$ cat src/rtl/pipe_ctrl_pkg.sv
// Shared codes for the pipeline stall/flush controller: stall vector
// encodings, multi-cycle sequencer state codes and the stall priority encoder.
package pipe_ctrl_pkg;

  // Single-bit stall sense for each pipeline register.
  localparam logic STALL_ENABLE  = 1'b1;
  localparam logic STALL_DISABLE = 1'b0;

  // Stall vectors. bit0 PC, bit1 IF/ID, bit2 ID/EX, bit3 EX/MEM, bit4 MEM/WB,
  // bit5 reserved and never set. A request from a stage also holds every
  // stage in front of it.
  localparam logic [5:0] STALL_NONE = 6'b000000;
  localparam logic [5:0] STALL_ID   = 6'b000111;
  localparam logic [5:0] STALL_EX   = 6'b001111;
  localparam logic [5:0] STALL_MEM  = 6'b011111;

  // Multi-cycle sequencer states.
  typedef enum logic [1:0] {
    MC_IDLE = 2'b00,
    MC_BUSY = 2'b01,
    MC_DONE = 2'b10
  } mc_state_e;

  // Highest stage wins: MEM over EX over ID.
  function automatic logic [5:0] stall_encode(input logic mem_req,
                                              input logic ex_req,
                                              input logic id_req);
    logic [5:0] vec;
    vec = STALL_NONE;
    if (mem_req == STALL_ENABLE) begin
      vec = STALL_MEM;
    end else if (ex_req == STALL_ENABLE) begin
      vec = STALL_EX;
    end else if (id_req == STALL_ENABLE) begin
      vec = STALL_ID;
    end
    return vec;
  endfunction

endpackage

$ cat src/rtl/pipe_ctrl_mc_seq.sv
// Multi-cycle EX operation sequencer: IDLE -> BUSY (counting down the extra
// cycles the op needs) -> DONE (result presented until EX/MEM captures it).
//
// Result handshake: `done` acts as valid and `capture` (EX/MEM not stalled
// this cycle) acts as ready; the result is consumed in the cycle where both
// are high, and DONE is left at the following edge. `done` never drops
// before that cycle except on flush or reset.
module mc_seq
  import pipe_ctrl_pkg::*;
#(
  parameter int MC_LEN_W = 6
) (
  input  logic                clk,
  input  logic                rst,
  input  logic                start,
  input  logic [MC_LEN_W-1:0] len,
  input  logic                flush,
  input  logic                capture,
  output mc_state_e           state,
  output logic                busy,
  output logic                done,
  output logic                ex_req
);

  localparam logic [MC_LEN_W-1:0] LEN_ZERO = '0;
  localparam logic [MC_LEN_W-1:0] LEN_ONE  = {{(MC_LEN_W-1){1'b0}}, 1'b1};

  mc_state_e           state_next;
  logic [MC_LEN_W-1:0] cnt;
  logic [MC_LEN_W-1:0] cnt_next;

  // State and down-counter registers, synchronous reset.
  always_ff @(posedge clk) begin
    if (rst) begin
      state <= MC_IDLE;
      cnt   <= LEN_ZERO;
    end else begin
      state <= state_next;
      cnt   <= cnt_next;
    end
  end

  // Next-state and counter update; flush overrides every transition.
  always_comb begin
    state_next = state;
    cnt_next   = cnt;
    if (flush) begin
      state_next = MC_IDLE;
      cnt_next   = LEN_ZERO;
    end else begin
      case (state)
        MC_IDLE: begin
          if (start) begin
            // A zero-length op needs no extra cycles: result is ready next.
            if (len == LEN_ZERO) begin
              state_next = MC_DONE;
              cnt_next   = LEN_ZERO;
            end else begin
              state_next = MC_BUSY;
              cnt_next   = len;
            end
          end
        end
        MC_BUSY: begin
          // Only entered with cnt >= 1, so this never underflows.
          cnt_next = cnt - LEN_ONE;
          if (cnt == LEN_ONE) begin
            state_next = MC_DONE;
          end
        end
        MC_DONE: begin
          if (capture) begin
            state_next = MC_IDLE;
          end
        end
        default: begin
          state_next = MC_IDLE;
          cnt_next   = LEN_ZERO;
        end
      endcase
    end
  end

  // Status decode. The start cycle itself already holds the front of the
  // pipe so the op's operands stay in ID/EX.
  assign busy   = (state != MC_IDLE);
  assign done   = (state == MC_DONE);
  assign ex_req = ((state == MC_IDLE) && start) || (state == MC_BUSY);

endmodule

$ cat src/rtl/pipe_ctrl.sv
// Central stall/flush controller for the five-stage pipeline: merges stage
// stall requests into one priority-encoded stall vector, sequences multi-cycle
// EX ops, generates the exception flush and counts front-end stall cycles.
module pipe_ctrl
  import pipe_ctrl_pkg::*;
#(
  parameter int MC_LEN_W = 6,
  parameter int CNT_W    = 32
) (
  input  logic                clk,
  input  logic                rst,
  input  logic                stallreq_from_id,
  input  logic                stallreq_from_ex,
  input  logic                stallreq_from_mem,
  input  logic                ex_mc_start,
  input  logic [MC_LEN_W-1:0] ex_mc_len,
  input  logic                flush_req,
  output logic [5:0]          stall,
  output logic                flush,
  output logic                ex_mc_done,
  output logic                mc_busy,
  output logic [CNT_W-1:0]    stall_cycles
);

  localparam logic [CNT_W-1:0] CNT_ZERO = '0;
  localparam logic [CNT_W-1:0] CNT_ONE  = {{(CNT_W-1){1'b0}}, 1'b1};

  mc_state_e mc_state;
  logic      mc_busy_int;
  logic      mc_done_int;
  logic      mc_ex_req;
  logic      ex_side_req;
  logic      ex_mem_capture;

  // EX/MEM captures whenever it is not held; this is what retires a DONE op.
  assign ex_mem_capture = (stall[3] == STALL_DISABLE);

  mc_seq #(
    .MC_LEN_W (MC_LEN_W)
  ) u_mc_seq (
    .clk     (clk),
    .rst     (rst),
    .start   (ex_mc_start),
    .len     (ex_mc_len),
    .flush   (flush_req),
    .capture (ex_mem_capture),
    .state   (mc_state),
    .busy    (mc_busy_int),
    .done    (mc_done_int),
    .ex_req  (mc_ex_req)
  );

  assign ex_side_req = stallreq_from_ex | mc_ex_req;

  // Stall vector: priority encode, but a flush cycle never stalls so the
  // cleared registers actually load their bubbles.
  always_comb begin
    stall = STALL_NONE;
    if (!flush_req) begin
      stall = stall_encode(stallreq_from_mem, ex_side_req, stallreq_from_id);
    end
  end

  assign flush      = flush_req;
  assign ex_mc_done = mc_done_int;
  // mc_state is the sequencer's state; busy mirrors "not IDLE" from it.
  assign mc_busy    = mc_busy_int && (mc_state != MC_IDLE);

  // Free-running count of cycles with the PC held; wraps naturally.
  always_ff @(posedge clk) begin
    if (rst) begin
      stall_cycles <= CNT_ZERO;
    end else if (stall[0] == STALL_ENABLE) begin
      stall_cycles <= stall_cycles + CNT_ONE;
    end
  end

endmodule
$ cat config.mk
export PLATFORM = sky130hd
export DESIGN_NAME = pipe_ctrl
export DESIGN_NICKNAME = d
export VERILOG_FILES = /design/src/rtl/pipe_ctrl_pkg.sv /design/src/rtl/pipe_ctrl_mc_seq.sv /design/src/rtl/pipe_ctrl.sv
export SDC_FILE = /design/constraint.sdc
export NUM_CORES = 1
export LEC_CHECK = 0
export ABC_AREA = 0
export CORE_ASPECT_RATIO = 1.25
export CORE_MARGIN = 2
export CORE_UTILIZATION = 49
export DETAILED_ROUTE_END_ITERATION = 12
export GPL_ROUTABILITY_DRIVEN = 0
export PLACE_DENSITY = 0.8
export RECOVER_POWER = 25
export SLEW_MARGIN = 25
export SYNTH_ARGS = -nofsm -noshare
export SYNTH_HDL_FRONTEND = slang
export SYNTH_SLANG_ARGS = --single-unit
$ cat constraint.sdc
create_clock -name clk -period 2.56 [get_ports clk]
set_input_delay 0.512 -clock clk [delete_from_list [all_inputs] [get_ports clk]]
set_output_delay 0.512 -clock clk [all_outputs]
set_load 0.03 [all_outputs]
# ---- Word-level counts from Yosys, hierarchy flattened
# Index checks and enable logic that the tools add are counted.
dict set report word_totals {
  register_bits 40
  latchBits 0
  ramBits 0
  rom_bits 0
  input_bits 13
  out_inout_bits 41
  elab_cells 33
  mem_count 0
}
dict set report classes {
  add_sub_neg 2
  n_mul 0
  n_div 0
  magnitude_cmp 0
  n_eq_ne 6
  shifts 0
  mux 12
  bitwise 2
  n_reduce_logical 8
}
# operator n
set ops {}
lappend ops {{32-bit by 1-bit adder with 32-bit output (second input constant)} 1}
lappend ops {{6-bit 2-to-1 mux} 4}
lappend ops {{6-bit one-hot mux with 3 select lines} 1}
lappend ops {{2-bit 2-to-1 mux} 4}
lappend ops {{6-bit by 1-bit == test with 1-bit output (second input constant)} 1}
lappend ops {{6-bit zero test} 1}
lappend ops {{2-bit one-hot mux with 3 select lines} 1}
lappend ops {{6-bit by 1-bit subtractor with 6-bit output (second input constant)} 1}
lappend ops {{4-bit 2-to-1 mux} 1}
lappend ops {{2-bit != test (second input constant)} 2}
lappend ops {{3-bit 2-to-1 mux} 1}
lappend ops {{3-bit AND reduction} 1}
lappend ops {{2-bit by 1-bit == test with 1-bit output (second input constant)} 1}
lappend ops {{2-bit == test (second input constant)} 1}
lappend ops {{2-bit zero test} 1}
lappend ops {{2-bit by 1-bit != test with 1-bit output (second input constant)} 1}
lappend ops {{2-bit AND reduction} 1}
lappend ops {{2-bit nonzero test} 1}
lappend ops {{2-bit OR reduction} 1}
lappend ops {{1-bit logical AND} 1}
lappend ops {{1-bit logical OR} 1}
lappend ops {{1-bit NOT} 1}
lappend ops {{1-bit OR} 1}

# ---- Longest topological paths before layout
# Gate-level depths: netlist of the first run.
dict set report depth {
  ltp_word 9
  depth_mapped 6
  depth_no_buf 6
}

# ---- Modules after synthesis
# A second synthesis of the first run with hierarchy kept.
dict set report hier_totals {
  hier_cells 265
  hier_area_um2 2222.1
}
# mod instances cells_each area_each_um2 seq_area_each_um2
set by_module_without_submodules {}
lappend by_module_without_submodules {pipe_ctrl 1 199 1684.1 640.6}
lappend by_module_without_submodules {mc_seq 1 66 538.0 160.2}

# ---- Least setup slack after synthesis of the first run
# No wires, ideal clock.
dict set report synth_path {
  path_type {input to output}
  from {input port flush_req}
  to {output port stall[1]}
  t_arrival_ns 1.671
  required_ns 2.048
  path_slack_ns 0.377
  stages 3
  path_buffers 2
  cell_sequence {clkbuf_1 a21oi_1 buf_4}
}
dict set report synth_between {
  elab_chain_len 1
}
# item line_no
set synth_rtl {}
lappend synth_rtl {{start, declared} pipe_ctrl.sv:17} ;# input logic flush_req,
lappend synth_rtl {{6-bit 2-to-1 mux} pipe_ctrl.sv:59} ;# if (!flush_req) begin
lappend synth_rtl {{end, declared} pipe_ctrl.sv:18} ;# output logic [5:0] stall,
# Every way passes these cells.

# ---- Final worst setup path of the first run
dict set report layout_path {
  from {input port stallreq_from_mem}
  to {output port stall[4]}
}
dict set report layout_between {
  elab_chain_len 2
}
# item line_no
set layout_rtl {}
lappend layout_rtl {{start, declared} pipe_ctrl.sv:14} ;# input logic stallreq_from_mem,
lappend layout_rtl {{6-bit 2-to-1 mux} pipe_ctrl_pkg.sv:30} ;# if (mem_req == STALL_ENABLE) begin
lappend layout_rtl {{6-bit 2-to-1 mux} pipe_ctrl.sv:59}
# Every way passes these cells.

==> key figures, run 1 <==
Yosys
  – Warnings, synthesis: 0
  – Flops & latches, synth: 40
  – Post-Syn Area: 0.00214 mm²
  – Seq/Total Area, Yosys: 37.3%
  – Synthesized area per cell: approximately 8.3 µm²
  – Predominant post-synthesis flop cell: dfxtp_1
  – Ys async rst share: 0%
  – Cell variety after synth: 53
  – Cells after synthesis: 257
  – Post-synth EDFFs: 0
  – Post-Syn Nets: 273

Detailed routing
  – Routed len/inst: 12.9 µm
  – Via/cell ratio: 5.45
  – Post-route ant nets: 0
  – Initial drt markers: 70
  – 1st-pass router iterations: 4
  – DR vias: 2004
  – Residual DRC: 0
  – Final WL: 4750 µm

Critical path
  – CP Launch Type: input port
  – Crit. End Element: output port
  – Req. time, crit path: 2.05 ns
  – Slowest Stage Delay on Critical Path: 0.67 ns
  – Slowest cell on crit path: clkdlybuf4s50_1
  – Worst Path Arrival: 1.93 ns
  – Worst Path Max Fanout: 4
  – Crit-path cells: dlygate4sd3_1 > nor2b_1 > clkdlybuf4s50_1
  – CP Class: in2out

Clock network
  – CTS Root Cell: clkbuf_8
  – Clock tree from TritonCTS: yes
  – TritonCTS buffer count: 5
  – Clk slew on worst S/H paths: 0.08 ns
  – CTS resizes: 0
  – Worst-skew pair later-pin latency: 0.29 ns
  – CTS Sinks: 40
  – Maximum clock path buffer count: 2
  – Post-CTS Setup Bufs: 0
  – CTS H-tree depth: 2
  – Hold_buf cts: 0

Floorplan
  – I/O pin total: 54
  – Die span in y: 78.0 µm
  – Initial cell density of the core: 51.9%
  – Die width: 63.2 µm
  – Die area: 0.00493 mm²
  – Core ar.: 0.00413 mm²
  – Site Rows: 26

Final layout
  – Commonest non-fill, non-tap cell in the layout: nor2_1
  – Share of cells above drive strength 1: 10.6%
  – Area growth syn-to-layout: 30.2%
  – Most frequent cells in the layout: 42 x nor2_1, 40 x dfxtp_1, 39 x clkdlybuf4s50_1
  – Final Cell Area: roughly 0.0028 mm²
  – ANT cells: 0
  – Layout Nets: 327
  – Layout Utilization: 67.6%

STA
  – Fin worst setup slack: roughly 0.11 ns
  – Relative slew slack: 62.7%
  – Setup violators final: 0
  – Tcrit/Tclk final: a little over nine tenths
  – Slew Limit Fails: 0
  – Worst-Margin Slew: about 0.56 ns
  – Final clock skew: 0.00748 ns
  – Setup TNS: 0 ns
  – RSZ-0062 raised after global routing: false
  – WHS: around 0.53 ns
  – Crit path time final: approximately 2.4 ns
  – Final hold vios: 0
  – FMAX: 409 MHz

Global routing
  – Initial antenna violation count: 0
  – Total GRT Usage: 20.9%
  – Total grt overflow: 0
  – Largest net degree at the start of global routing: 20
  – Vias in the first global route: between 1500 and 2000
  – Global-route wire length before repair: 8300 µm

Worst hold path
  – Hold crit path type: reg2reg

Job
  – Max cap viols: 0

Pwr
  – Lkg Pwr: slightly above 1 nW
  – Max VDD drop: a little under 0.3 mV
  – PwrDens: approximately 430 mW/mm²

Placed design
  – IO Port Bufs: 52
  – Hpwl dp: 3640 µm
  – DP Area: 0.00272 mm²
  – Place WS: 0.148 ns

Outcome
  – Status: completed
## worst max-delay path, delay by kind of cell
| family | cells | cell delay, ns |
|---|---|---|
| simple gates | 1 | 0.14 |
| buf+inv | 2 | 1.28 |
## per-layer routing
metal	global-route usage [%]	part of all wire [%]	vias up
met5	0	0	-
met4	10.4	1.6	0
met3	3.19	5.6	7
met2	36.8	49	62
met1	24.4	44	924
li1	-	-	1011
## sequential cells by signal, summed over array words and instances, names as in the netlist
signal and flops:
stall_cycles 32, u_mc_seq.state 2, u_mc_seq.cnt 6
## through the flow
step                      power [mW]  cells
final                           1.20    368
after global routing            1.26    368
after CTS                       1.22    368
after detailed placement       0.804    360
after global placement         0.803    360
after floorplan                0.750    257
## power breakdown
group | switching (mW) | leakage, nW | internal (mW)
Sequential | 0.0144 | 0.323 | 0.631
Clock | 0.224 | 0.0479 | 0.190
Combinational | 0.0791 | 0.668 | 0.0642
## layout make-up
cell class / instances / area (µm²)
clock buffers: 5 / 68.8
clock inverters: 3 / 18.8
fillers: 357 / 1340
inverters: 6 / 22.5
multi-input cells: 198 / 1250
flip-flops and latches: 40 / 801
well taps: 56 / 70.1
repair buffers: 60 / 559
## cells by family (layout without fill, tap and decap cells)
family,after synthesis,after routing,synth area share (%)
fa+ha+maj,3,3,1.75
other cells,1,1,0.175
flops,40,40,37.3
mux,6,6,3.03
compound gates,36,36,10.8
xor+xnor,23,23,9.39
buf+inv,19,74,4.32
simple gates,129,129,33.2
## worst paths after layout
path,cells after the start,from,end,slack (ns)
worst min-delay path,2,u_mc_seq.cnt[5],u_mc_seq.cnt[5],0.53
worst min register to register,2,u_mc_seq.cnt[5],u_mc_seq.cnt[5],0.53
worst max-delay path,3,stallreq_from_mem,stall[4],0.11
worst max register to register,5,u_mc_seq.state[0],stall_cycles[31],0.55
## synthesized netlist by cell type, types with 2 or more instances
master | count | share of area, %
nor2_1 | 42 | 7.4
nor4_1 | 11 | 3.2
ha_1 | 3 | 1.8
a31o_2 | 2 | 0.82
and4_1 | 2 | 0.82
nor2b_1 | 8 | 2.3
nand2b_1 | 2 | 0.58
buf_4 | 4 | 1.4
mux2_1 | 2 | 1.1
nand4_1 | 6 | 1.8
o311a_1 | 2 | 0.93
nand3_1 | 14 | 3.3
or3_1 | 3 | 0.88
a21oi_1 | 15 | 3.5
nor3_1 | 8 | 1.9
nand2_1 | 15 | 2.6
and2_1 | 2 | 0.58
buf_2 | 2 | 0.47
o22ai_1 | 6 | 1.8
mux2i_1 | 2 | 0.93
xor2_1 | 3 | 1.2
dfxtp_1 | 40 | 37
mux2_2 | 2 | 1.1
inv_1 | 6 | 1.1
and3_2 | 2 | 0.70
clkbuf_1 | 5 | 0.88
xnor2_1 | 20 | 8.2
o21ai_0 | 3 | 0.70
Note: power is estimated with default switching activity, not from simulation.
==> run 2, diff against run 1 <==
GPL_ROUTABILITY_DRIVEN = default   (was 0)
REMOVE_ABC_BUFFERS = 1   (was default)
==> run 2 against run 1 <==
Critical path depth unchanged. Clock power grew 4%. Sequential power is essentially flat. Cell area increased by 0.58%. Fmax rose by 0.55%. Register-to-register slack improved by 0.03 ns. Non-clock buffer count rose by 2. Critical path type unchanged. Largest cell class unchanged. Highest routed layer unchanged.
==> key figures, run 2 (same netlist as run 1, synthesis figures left out) <==
Clock network
  – Clk slew on worst S/H paths: 0.07 ns (was 0.08 ns)
  – Maximum clock path buffer count: 2 (unchanged)
  – Hold_buf cts: 0 (unchanged)
  – CTS Sinks: 40 (unchanged)
  – CTS resizes: 0 (unchanged)
  – Post-CTS Setup Bufs: 0 (unchanged)
  – Worst-skew pair later-pin latency: 0.29 ns (about the same)
  – CTS Root Cell: clkbuf_8 (unchanged)
  – TritonCTS buffer count: 5 (unchanged)
  – Clock tree from TritonCTS: yes (unchanged)
  – CTS H-tree depth: 2 (unchanged)

Detailed routing
  – Final WL: 4990 µm (was 4750 µm)
  – Post-route ant nets: 0 (unchanged)
  – Routed len/inst: 13.5 µm (was 12.9 µm)
  – 1st-pass router iterations: 4 (unchanged)
  – Residual DRC: 0 (unchanged)
  – DR vias: 2007 (was 2004)
  – Initial drt markers: 132 (was 70)
  – Via/cell ratio: 5.42 (was 5.45)

STA
  – FMAX: 411 MHz (was 409 MHz)
  – RSZ-0062 raised after global routing: false (unchanged)
  – Relative slew slack: 66.8% (was 62.7%)
  – Setup violators final: 0 (unchanged)
  – Fin worst setup slack: 0.127 ns (was 0.114 ns)
  – Worst-Margin Slew: 0.493 ns (was 0.559 ns)
  – Final hold vios: 0 (unchanged)
  – Slew Limit Fails: 0 (unchanged)
  – Crit path time final: 2.43 ns (was 2.45 ns)
  – Tcrit/Tclk final: 95.0% (was 95.6%)
  – Final clock skew: 0.00603 ns (was 0.00748 ns)

Critical path
  – CP Buf/Inv Count: 2 (unchanged)
  – Reg2reg start: stall_cycles[17] (was u_mc_seq.state[0])
  – Crit path max-delay family: buffers and inverters (unchanged)
  – Worst setup startpoint: flush_req (was stallreq_from_mem)
  – Slowest Stage Delay on Critical Path: 0.68 ns (was 0.67 ns)
  – Slowest cell on crit path: clkdlybuf4s50_1 (unchanged)
  – CP Launch Type: input port (unchanged)
  – CP Class: in2out (unchanged)
  – Worst Path Arrival: 1.92 ns (was 1.93 ns)
  – Crit-path most repeated cell: clkdlybuf4s50_1
  – Crit-path cells: clkdlybuf4s50_1 > nor2b_1 > clkdlybuf4s50_1 (was dlygate4sd3_1 > nor2b_1 > clkdlybuf4s50_1)
  – Crit. End Element: output port (unchanged)
  – Worst Path Max Fanout: 8 (was 4)
  – Req. time, crit path: 2.05 ns (about the same)

Global routing
  – Total GRT Usage: 21.5% (was 20.9%)
  – Vias in the first global route: 1927 (was 1896)
  – Largest net degree at the start of global routing: 16 (was 20)
  – Global-route wire length before repair: 8570 µm (was 8300 µm)
  – Initial antenna violation count: 0 (unchanged)
  – Total grt overflow: 0 (unchanged)

Pwr
  – Lkg Pwr: 1.05 nW (was 1.04 nW)
  – PwrDens: 435 mW/mm² (was 431 mW/mm²)
  – Max VDD drop: 0.229 mV (was 0.288 mV)

Floorplan
  – Initial cell density of the core: 51.9% (unchanged)
  – Core ar.: 0.00413 mm² (unchanged)
  – I/O pin total: 54 (unchanged)
  – Die width: 63.2 µm (unchanged)
  – Site Rows: 26 (unchanged)
  – Die span in y: 78.0 µm (unchanged)
  – Die area: 0.00493 mm² (unchanged)

Placed design
  – Placed cell count: 362 (was 360)
  – Place WS: 0.0965 ns (was 0.148 ns)
  – DP Area: 0.00273 mm² (was 0.00272 mm²)
  – IO Port Bufs: 52 (unchanged)
  – Hpwl dp: 3710 µm (was 3640 µm)
  – Routability cong.: between 0.8 and 0.9

Worst hold path
  – Hold_sp: u_mc_seq.cnt[5] (unchanged)
  – Hold crit path type: reg2reg (unchanged)

Outcome
  – Status: completed (unchanged)

Final layout
  – Commonest non-fill, non-tap cell in the layout: nor2_1 (unchanged)
  – Area growth syn-to-layout: 30.9% (was 30.2%)
  – Share of cells above drive strength 1: 10.8% (was 10.6%)
  – Fin cells: 370 (was 368)
  – Layout Utilization: 68.0% (was 67.6%)
  – ANT cells: 0 (unchanged)
  – Layout Nets: 329 (was 327)
  – Regs by FF count: stall_cycles: 32 flops, u_mc_seq.cnt: 6 flops, u_mc_seq.state: 2 flops (unchanged)
  – Max FFs per register: 32 (unchanged)
  – Most frequent cells in the layout: 42 x nor2_1, 40 x dfxtp_1, 37 x clkdlybuf4s50_1 (was 42 x nor2_1, 40 x dfxtp_1, 39 x clkdlybuf4s50_1)
  – Largest Register: stall_cycles (unchanged)
  – Final Cell Area: 0.00281 mm² (was 0.00279 mm²)

Job
  – Max cap viols: 0 (unchanged)
==> run 2: area by class of cell <==
class | instances | area, µm²
Clock buffer | 6 | 82.6
Timing Repair Buffer | 62 | 571
Sequential cell | 40 | 801
Tap cell | 56 | 70.1
Inverter | 6 | 22.5
Clock inverter | 2 | 10.0
Multi-Input combinational cell | 198 | 1250
Fill cell | 369 | 1320
==> run 2: per-layer routing <==
layer	GRT usage, %	up-vias	part of all wire, %
met5	0	-	0
met4	11.1	0	2.2
met3	3.62	11	4.5
met2	37.3	64	50
met1	25.2	918	43
li1	-	1014	-
==> run 2: final timing paths <==
path / end / slack [ns] / cells after the start
worst min-delay path: u_mc_seq.cnt[5] / 0.53 / 2
worst max-delay path: stall[4] / 0.13 / 3
worst max register to register: stall_cycles[31] / 0.58 / 5
worst min register to register: u_mc_seq.cnt[5] / 0.53 / 2
==> run 2: power breakdown <==
part / leakage [nW] / internal, mW / switching [mW] / total (mW)
logic: 0.680 / 0.0649 / 0.0831 / 0.148
registers: 0.323 / 0.631 / 0.0121 / 0.643
clock network: 0.0510 / 0.215 / 0.215 / 0.430
total: 1.05 / 0.911 / 0.310 / 1.22
==> run 2: metrics by stage <==
stage	total power, mW	TNS [ns]	hold slack (ns)
2_1_floorplan	0.733	-0.580	0.489
3_3_place_gp	0.805	0	0.513
3_5_place_dp	0.808	0	0.513
4_1_cts	1.24	0	0.530
5_1_grt	1.28	0	0.570
6_report	1.22	0	0.534
==> run 2: worst register-to-register path: stages (launching register included) <==
cell	delay, ns
dfxtp_1	0.42
and4_1	0.38
nand4_2	0.18
nor4_4	0.43
nand3_1	0.14
mux2_1	0.32
